### src/rtl/gate_if.sv
// Purpose : bundles the operand, config and result signals of the gate block.
// Ports   : P/Q/R operands, cfg_we/cfg_data table write; F, f_rise, tt, f_count results.
// master drives operands and config and reads results; slave is the gate side.
interface gate_if #(
    parameter int CNT_W = 16
);
    logic             P;
    logic             Q;
    logic             R;
    logic             cfg_we;
    logic [7:0]       cfg_data;
    logic             F;
    logic             f_rise;
    logic [7:0]       tt;
    logic [CNT_W-1:0] f_count;

    modport master (
        output P, Q, R, cfg_we, cfg_data,
        input  F, f_rise, tt, f_count
    );

    modport slave (
        input  P, Q, R, cfg_we, cfg_data,
        output F, f_rise, tt, f_count
    );
endinterface

### src/rtl/gate.sv
// Purpose : programmable 3-input function; F = tt[{P,Q,R}], with a rise pulse and a ones counter.
// Latency : 1 cycle from P/Q/R to F; a table write takes effect from the following edge.
// Backpr. : none, a new lookup is accepted every cycle.
// Ports   : clk, rst (sync, active-high), bus (gate_if.slave: P,Q,R,cfg_we,cfg_data -> F,f_rise,tt,f_count).
module gate #(
    parameter logic [7:0] RESET_TT = 8'hE8,
    parameter int         CNT_W    = 16
) (
    input  logic   clk,
    input  logic   rst,
    gate_if.slave  bus
);
    localparam logic [CNT_W-1:0] CNT_MAX = {CNT_W{1'b1}};

    logic [7:0]       tt_q;
    logic             f_q;
    logic             rise_q;
    logic [CNT_W-1:0] cnt_q;

    logic [2:0] idx;
    logic       f_next;

    // Lookup uses the table currently held, so a write on the same edge
    // only affects lookups from the next edge onward.
    assign idx    = {bus.P, bus.Q, bus.R};
    assign f_next = tt_q[idx];

    always_ff @(posedge clk) begin
        if (rst) begin
            tt_q   <= RESET_TT;
            f_q    <= 1'b0;
            rise_q <= 1'b0;
            cnt_q  <= '0;
        end else begin
            f_q    <= f_next;
            rise_q <= f_next & ~f_q;
            // Counter saturates at all-ones rather than wrapping.
            if (f_next && (cnt_q != CNT_MAX)) begin
                cnt_q <= cnt_q + CNT_W'(1);
            end
            if (bus.cfg_we) begin
                tt_q <= bus.cfg_data;
            end
        end
    end

    assign bus.F       = f_q;
    assign bus.f_rise  = rise_q;
    assign bus.tt      = tt_q;
    assign bus.f_count = cnt_q;
endmodule

### src/flat_wrapper.sv
// flat-port wrapper written by rule: the top's interface ports become plain ports
module gate_flat 
#(
    parameter logic [7:0] RESET_TT = 8'hE8,
    parameter int         CNT_W    = 16
)
  (clk, rst, bus_P, bus_Q, bus_R, bus_cfg_we, bus_cfg_data, bus_F, bus_f_rise, bus_tt, bus_f_count);
  gate_if #(.CNT_W(CNT_W)) bus_i ();
  input  logic clk;
  input  logic rst;
  input wire logic [$bits(bus_i.P)-1:0] bus_P;
  input wire logic [$bits(bus_i.Q)-1:0] bus_Q;
  input wire logic [$bits(bus_i.R)-1:0] bus_R;
  input wire logic [$bits(bus_i.cfg_we)-1:0] bus_cfg_we;
  input wire logic [$bits(bus_i.cfg_data)-1:0] bus_cfg_data;
  output wire logic [$bits(bus_i.F)-1:0] bus_F;
  output wire logic [$bits(bus_i.f_rise)-1:0] bus_f_rise;
  output wire logic [$bits(bus_i.tt)-1:0] bus_tt;
  output wire logic [$bits(bus_i.f_count)-1:0] bus_f_count;
  assign bus_i.P = bus_P;
  assign bus_i.Q = bus_Q;
  assign bus_i.R = bus_R;
  assign bus_i.cfg_we = bus_cfg_we;
  assign bus_i.cfg_data = bus_cfg_data;
  assign bus_F = bus_i.F;
  assign bus_f_rise = bus_i.f_rise;
  assign bus_tt = bus_i.tt;
  assign bus_f_count = bus_i.f_count;
  gate #(.RESET_TT(RESET_TT), .CNT_W(CNT_W)) u_core (.clk(clk), .rst(rst), .bus(bus_i));
endmodule
### config.mk
export PLATFORM = sky130hd
export DESIGN_NAME = gate_flat
export DESIGN_NICKNAME = d
export VERILOG_FILES = /design/src/rtl/gate_if.sv /design/src/rtl/gate.sv /design/src/flat_wrapper.sv
export SDC_FILE = /design/constraint.sdc
export NUM_CORES = 1
export LEC_CHECK = 0
export CORE_MARGIN = 4
export CORE_UTILIZATION = 40
export CTS_CLUSTER_DIAMETER = 80
export DETAILED_ROUTE_END_ITERATION = 12
export PLACE_DENSITY = 0.83
export SYNTH_ARGS = -nofsm -noshare
export SYNTH_HDL_FRONTEND = slang
export SYNTH_SLANG_ARGS = --single-unit
### constraint.sdc
create_clock -name clk -period 3.5 [get_ports clk]
set_input_delay 0.35 -clock clk [delete_from_list [all_inputs] [get_ports clk]]
set_output_delay 0.35 -clock clk [all_outputs]
set_load 0.01 [all_outputs]
# Yosys cells after proc, flatten, opt, wreduce, memory -nomap -nowiden
# Index checks and enable logic that the tools add are counted.
[classes]
bitwise = 2
n_reduce_logical = 1
magnitude_cmp = 1
addsub = 1
n_mux = 2
n_eq_ne = 1
[op_table]
columns = ["op", "count"]
rows = [
  ["16-bit by 1-bit adder with 16-bit output (second input constant)", 1],
  ["16-bit != test (second input constant)", 1],
  ["3-bit by 4-bit < comparator with 1-bit output (second input constant)", 1],
  ["1-bit binary-select mux with 3-bit select", 1],
  ["1-bit AND", 1],
  ["1-bit logical AND", 1],
  ["1-bit two-way mux", 1],
  ["1-bit inverter", 1],
]
[totals]
ff_bits = 26
output_inout_bits = 26

# Depth between registers and ports, before layout
# Gate-level depths: netlist (run 1).
[logic_depth]
ltp_word = 3
mapped_depth = 8

# Worst setup path before layout (run 1)
# OpenSTA, ideal clock, no wires.
[synth_timing]
kind = "flip-flop to flip-flop"
startpoint = "register u_core.cnt_q[0] (netlist: u_core.bus.f_count[0])"
endpoint = "register u_core.cnt_q[7] (netlist: u_core.bus.f_count[7])"
synth_period_minus_slack_ns = 2.012
setup_slack_ns = 1.488
stages_incl_launch_ff = 9
arrival_ns = 1.889
setup_time_ns = 0.123
cell_sequence = "dfxtp_1 -> ha_1 -> and4_1 -> buf_2 -> and4_1 -> clkbuf_2 -> buf_2 -> nor4_2 -> mux2_1"
[synth_via]
elab_chain_len = 2
[synth_rtl]
columns = ["element", "line_no", "source"]
rows = [
  ["start, declared", "gate.sv:18", "logic [CNT_W-1:0] cnt_q;"],
  ["start signal, assigned", "gate.sv:39", "cnt_q <= cnt_q + CNT_W'(1);"],
  ["parallel branches: the longest is 2 deep, another holds 16-bit by 1-bit adder with 16-bit output", "--", ""],
]
# Parallel ways; which one is timed is not known.
# A chain may end at the register's enable or synchronous reset.

# Worst setup path after layout (run 1)
[layout_timing]
startpoint = "input port bus_R"
endpoint = "register u_core.cnt_q[15] (netlist: u_core.bus.f_count[15])"
[layout_via]
elab_chain_len = 3
[layout_rtl]
columns = ["element", "line_no", "source"]
rows = [
  ["start, declared", "flat_wrapper.sv:13", "input wire logic [$bits(bus_i.R)-1:0] bus_R;"],
  ["1-bit binary-select mux with 3-bit select", "gate.sv:26", "assign f_next = tt_q[idx];"],
  ["1-bit two-way mux (not written as such)", "gate.sv:26", ""],
  ["1-bit logical AND", "gate.sv:38", "if (f_next && (cnt_q != CNT_MAX)) begin"],
]
# No other way between the ends. The select of a mux whose other input is x is not followed.

==> run_results.csv, run 1 <==
group,metric,value,unit
logic_synthesis,synthTopCellsByArea,"dfxtp_1 (41%), o31ai_1 (4.7%), or4_1 (4.7%)",
sta,timing.slew.headroom,29.6,%
setup_path,crit_fanout,27,
run_status,status,"finished, final reports clean",
sta,skew,6.37,ps
routing,wl,2800,µm
global_routing,antenna_found_initial,0,
logic_synthesis,synth_fa_ha_area_share,0.989,%
clock_tree,cts-hold-fix-buffers,0,
global_routing,track_usage,14.2,%
clock_tree,cts-root-buf,"clkbuf_4",
logic_synthesis,synth_area_leader_cell,"dfxtp_1",
clock_tree,clkTransAtPathRegs,130,ps
floorplan,core,0.00303,mm²
sta,fin_crit_sh,65.4,%
routing,drt_iter0_markers,57,
final_layout,nets,182,
floorplan,io_pins,40,
placement,port_buffers,39,
final_layout,final_util,56.0,%
setup_path,reg2reg_depth,5,
min_path,min_to,"u_core.bus.f_rise$_SDFF_PP0_",
final_layout,drive_gt1_share,5.42,%
final_layout,final_area,0.00169,mm²
logic_synthesis,ys_warn_count,0,
clock_tree,post_cts_buffers,0,
logic_synthesis,yosysTopAreaCellShare,41.1,%
setup_path,crit_family,"multiplexers",
sta,fmax,0.437,GHz
logic_synthesis,synthMuxAreaShare,13.8,%
sta,hold_ws,428,ps
logic_synthesis,synth-xor-area-share,0,%
clock_tree,cts_sinks,26,
pwr,power_density,329,mW/mm²
floorplan,start_util,41.8,%
logic_synthesis,yosys_register_bits,26,
global_routing,grt_max_degree,32,
setup_path,endpoint_kind,"flip-flop",
routing,remaining_drc_errors,0,
min_path,hp-class,"flip-flop to flip-flop",
final_layout,regArea,520,µm²
logic_synthesis,synthSimpleGateAreaFrac,26.8,%
setup_path,rr_startpoint,"u_core.bus.f_count[0]$_SDFFE_PP0P_",
floorplan,num_rows,20,
setup_path,cp.required,3720,ps
placement,gp_routability_congestion,0.772,
routing,post_drt_via_cell_ratio,5.59,
setup_path,slowest_delay,580,ps
logic_synthesis,syn_area,0.00126,mm²
min_path,holdPathStages,1,
clock_tree,cts_max_level,1,
min_path,hold_start,"u_core.bus.F$_SDFF_PP0_",
sta,setup_tns,0,ps
global_routing,grt_overflow,0,
setup_path,cp_slowest_cell,"mux2i_4",
clock_tree,cts_tree,"done",
setup_path,critPathBufInv,1,
sta,finalHoldViolCount,0,
routing,routedWlPerCell,13.3,µm
routing,vias,1173,
setup_path,path_cells,"clkdlybuf4s50_1 -> mux4_2 -> mux2i_4 -> nor4_1 -> mux2_1",
logic_synthesis,yosysSeqAreaShare,41.1,%
setup_path,reg2reg_slack,1410,ps
pwr,p_leak,0.000586,µW
sta,fin_crit,2290,ps
sta,finalSetupViolCount,0,
global_routing,grt_first_pass_wirelength,4790,µm
logic_synthesis,synthesis.instances,132,
clock_tree,clk_path_buf_depth,2,
clock_tree,cts-resized-gates,0,
routing,drt-pass1-iter-count,4,
clock_tree,worstSkewPairLatency,320,ps
setup_path,r2r-end,"u_core.bus.f_count[7]$_SDFFE_PP0P_",
clock_tree,numCtsBuffers,3,
floorplan,die_area,0.00413,mm²
final_layout,final.fill_count,264,
routing,ant_nets,0,
sta,rsz0062_at_grt,"no",
final_layout,multi_input_area,692,µm²
logic_synthesis,synth_top_family_by_area,"simple AND/OR/NAND/NOR gates",
final_layout,n_antenna_cell,0,
floorplan,fp.dieW,64.2,µm
placement,detailed_place_hpwl,2060,µm
placement,post_dp_cell_area,0.00166,mm²
job,cap_violations,0,
sta,worstMarginPinSlew,1050,ps
setup_path,path_class,"primary input to flip-flop",
logic_synthesis,synth_fp_nets,147,
pwr,ir_drop,0.271,mV
final_layout,area_growth,33.9,%
sta,maxSlewViolCount,0,
global_routing,grt_pass1_vias,1119,
logic_synthesis,synth_cell_types,29,
logic_synthesis,syn_avg_cell_area,9.58,µm²
setup_path,crit_path_start_kind,"primary input",
floorplan,die_y,64.2,µm
logic_synthesis,synth_compound_area_share,13.1,%
setup_path,arrival,2510,ps
-- final cells by class --
| class | instances | share of cell area [%] |
|---|---|---|
| Multi-Input combinational cell | 97 | 40.8 |
| Sequential cell | 26 | 30.7 |
| Timing Repair Buffer | 39 | 23.0 |
| Tap cell | 44 | 3.25 |
| Clock buffer | 4 | 2.14 |
-- state kept, by name (all words and copies together) (netlist names) --
signal / flops
u_core.bus.f_rise: 1
u_core.bus.tt: 8
u_core.bus.f_count: 16
u_core.bus.F: 1
-- logic make-up (layout without fill, tap and decap cells) --
kind of cell               after synthesis  after routing
AOI/OAI and AO/OA                       26             26
adders and majority gates                1              1
buffers and inverters                    9             43
and+or+nand+nor                         57             57
DFF                                     26             26
muxes                                   13             13
-- how the worst max path moves through the flow --
stage / start / end / slack [ps] / cells after the start
after global placement: bus_R / u_core.bus.f_count[11]$_SDFFE_PP0P_ / 920 / 5
final: bus_R / u_core.bus.f_count[15]$_SDFFE_PP0P_ / 1210 / 5
after floorplan: u_core.bus.f_count[0]$_SDFFE_PP0P_ / u_core.bus.f_count[7]$_SDFFE_PP0P_ / 1490 / 8
after global routing: bus_R / u_core.bus.f_count[15]$_SDFFE_PP0P_ / 1090 / 5
after CTS: bus_R / u_core.bus.f_count[15]$_SDFFE_PP0P_ / 1220 / 5
after detailed placement: bus_R / u_core.bus.f_count[15]$_SDFFE_PP0P_ / 860 / 5
-- worst register-to-register path: stages (launching register included) --
cell	delay [ps]
dfxtp_1	440
ha_1	220
and4_1	350
and4_1	560
nor4_2	100
mux2_1	330
-- routing by layer --
layer | GRT usage, % | up-vias | part of all wire (%)
met5 | 0 | - | 0
li1 | - | 574 | -
met2 | 24.9 | 48 | 48
met3 | 5.27 | 5 | 9.0
met1 | 16.4 | 546 | 42
met4 | 3.17 | 0 | 1.0
-- where the power goes --
group | internal (µW) | switching, µW
Combinational | 50.3 | 41.3
Clock | 63.6 | 86.0
Sequential | 307 | 9.53
Total | 421 | 137
-- synthesized netlist by cell type, drive strengths merged --
| master | count |
|---|---|
| a211o | 4 |
| a21oi | 11 |
| and3 | 3 |
| and4 | 4 |
| buf | 6 |
| clkbuf | 3 |
| dfxtp | 26 |
| ha | 1 |
| mux2 | 6 |
| mux2i | 5 |
| mux4 | 2 |
| nand2 | 5 |
| nand3 | 6 |
| nand4 | 4 |
| nand4b | 1 |
| nor2 | 10 |
| nor2b | 9 |
| nor3 | 1 |
| nor4 | 4 |
| o21ai | 3 |
| o31ai | 8 |
| or3 | 2 |
| or4 | 8 |
-- layout by cell type, fill, tap and decap left out --
cell,instances
mux2i_4,1
or3_1,2
nor2b_1,9
nand4_1,4
mux4_2,2
nand4b_1,1
and3_1,3
clkbuf_4,3
o21ai_1,3
mux2_2,1
a21oi_1,11
nand3_1,6
a211o_1,4
ha_1,1
nor4_2,1
clkbuf_8,1
dfxtp_1,26
nand2_1,5
mux2i_1,4
or4_1,8
clkdlybuf4s50_1,39
nor4_1,3
and4_1,4
mux2_1,5
nor3_1,1
nor2_1,10
o31ai_1,8
-- stage by stage --
step	worst slack [ps]	total power, µW	instances
CTS	1220	567	210
finish	1210	558	210
floorplan	1490	375	132
global route	1090	589	210
detailed placement	861	415	206
global placement	924	413	206
Power figures use the tool's default switching activity.
==> run 2: changes to the inputs <==
==> constraint.sdc (replaced) <==
create_clock -name clk -period 2.2 [get_ports clk]
set_input_delay 0.22 -clock clk [delete_from_list [all_inputs] [get_ports clk]]
set_output_delay 0.22 -clock clk [all_outputs]
set_load 0.01 [all_outputs]
==> run_results.csv, run 2 (synthesis gave the netlist of run 1 again) <==
group,metric,value,unit
setup_path,cp_num_cells,5,
floorplan,core,0.00303,mm²
sta,rsz0062_at_grt,"no",
sta,timing.slew.headroom,67.3,%
sta,fin_crit,1970,ps
final_layout,final_util,57.0,%
setup_path,critPathBufInv,0,
placement,detailed_place_hpwl,2380,µm
setup_path,reg2reg_depth,5,
sta,fmax,0.508,GHz
final_layout,nets,186,
floorplan,fp.dieW,64.2,µm
sta,finalHoldViolCount,0,
placement,port_buffers,39,
clock_tree,worstSkewPairLatency,320,ps
pwr,ir_drop,0.264,mV
placement,gp_routability_congestion,0.828,
sta,finalSetupViolCount,0,
floorplan,die_y,64.2,µm
routing,routedWlPerCell,14.7,µm
clock_tree,clkTransAtPathRegs,140,ps
setup_path,r2r-end,"u_core.bus.f_count[5]$_SDFFE_PP0P_",
pwr,power_density,529,mW/mm²
min_path,hp-class,"flip-flop to flip-flop",
routing,vias,1190,
setup_path,crit_path_start_kind,"flip-flop",
run_status,status,"finished, final reports clean",
setup_path,crit_family,"simple AND/OR/NAND/NOR gates",
floorplan,start_util,41.8,%
setup_path,endpoint_kind,"flip-flop",
global_routing,grt_util_met2,29.5,%
routing,ant_nets,0,
setup_path,rr_startpoint,"u_core.bus.f_count[0]$_SDFFE_PP0P_",
final_layout,final_cell_mix,"clkdlybuf4s50_1 (39), dfxtp_1 (26), a21oi_1 (11)",
clock_tree,cts-hold-fix-buffers,0,
sta,setup_tns,0,ps
routing,remaining_drc_errors,0,
floorplan,io_pins,40,
final_layout,n_antenna_cell,0,
setup_path,reg2reg_slack,230,ps
routing,drt-pass1-iter-count,4,
global_routing,grt_pass1_vias,1186,
clock_tree,cts_tree,"done",
global_routing,grt_most_used_layer,"met2",
setup_path,crit_path_end,"u_core.bus.f_count[5]$_SDFFE_PP0P_",
min_path,hold_start,"u_core.bus.F$_SDFF_PP0_",
sta,fin_crit_sh,89.4,%
setup_path,cp_slowest_cell,"or4_1",
setup_path,path_cells,"ha_1 -> and4_1 -> and4_2 -> or4_1 -> a21oi_1",
floorplan,num_rows,20,
setup_path,crit_fanout,16,
global_routing,track_usage,15.8,%
clock_tree,cts_max_level,1,
global_routing,met1_usage,16.6,%
global_routing,grt_max_degree,32,
setup_path,crit_path_start,"u_core.bus.f_count[0]$_SDFFE_PP0P_",
setup_path,slowest_delay,490,ps
sta,worstMarginPinSlew,489,ps
sta,maxSlewViolCount,0,
floorplan,die_area,0.00413,mm²
sta,skew,5.68,ps
pwr,power,912,µW
setup_path,path_class,"flip-flop to flip-flop",
clock_tree,cts-resized-gates,0,
routing,drt_iter0_markers,47,
clock_tree,numCtsBuffers,3,
global_routing,antenna_found_initial,0,
routing,post_drt_via_cell_ratio,5.56,
global_routing,met3_usage,4.75,%
final_layout,final.fill_count,295,
routing,wl,3140,µm
job,cap_violations,0,
final_layout,final_common_cell,"clkdlybuf4s50_1",
global_routing,grt_first_pass_wirelength,5250,µm
final_layout,drive_gt1_share,8.24,%
clock_tree,post_cts_buffers,0,
clock_tree,cts_sinks,26,
clock_tree,cts-root-buf,"clkbuf_4",
clock_tree,clk_path_buf_depth,2,
final_layout,area_growth,36.4,%
pwr,p_leak,0.000605,µW
global_routing,grt_overflow,0,
setup_path,arrival,2220,ps
setup_path,cp.required,2460,ps
final_layout,largest_register_ffs,16,
run 2: cell count changes in the layout (fill, tap and decap cells not counted), sizes merged:
| cell | change |
|---|---|
| buf | +4 |
run 2: metrics by stage:
stage,hold slack [ps],cells,instance area [µm²],worst slack [ps]
after global placement,418,210,1690,93.1
after global routing,477,214,1730,111
after floorplan,338,132,1260,188
after CTS,454,214,1720,150
final,447,214,1730,233
after detailed placement,427,210,1690,25.5
run 2: worst min-delay path by stage:
stage / cells past startpoint / slack (ps) / endpoint
2_1_floorplan: 1 / 340 / u_core.bus.tt[7]$_SDFFE_PP1P_
3_3_place_gp: 1 / 420 / u_core.bus.f_rise$_SDFF_PP0_
3_5_place_dp: 1 / 430 / u_core.bus.f_rise$_SDFF_PP0_
4_1_cts: 1 / 450 / u_core.bus.f_rise$_SDFF_PP0_
5_1_grt: 1 / 480 / u_core.bus.f_rise$_SDFF_PP0_
6_report: 1 / 450 / u_core.bus.f_rise$_SDFF_PP0_
run 2: layout make-up:
type	instances	area, µm²	area share, %
Sequential cell	26	520	30.2
Multi-Input combinational cell	97	693	40.2
Timing Repair Buffer	43	420	24.4
Clock buffer	4	36.3	2.10
Tap cell	44	55.1	3.19
run 2: per-layer routing:
metal | vias to the layer above | wire, µm
met5 | - | 0
met4 | 0 | 27
met3 | 2 | 225
met2 | 35 | 1580
met1 | 574 | 1310
li1 | 579 | -
run 2: where the power goes:
part / switching (µW) / internal (µW)
Clock: 145 / 101
Sequential: 16.9 / 489
Combinational: 70.0 / 90.1
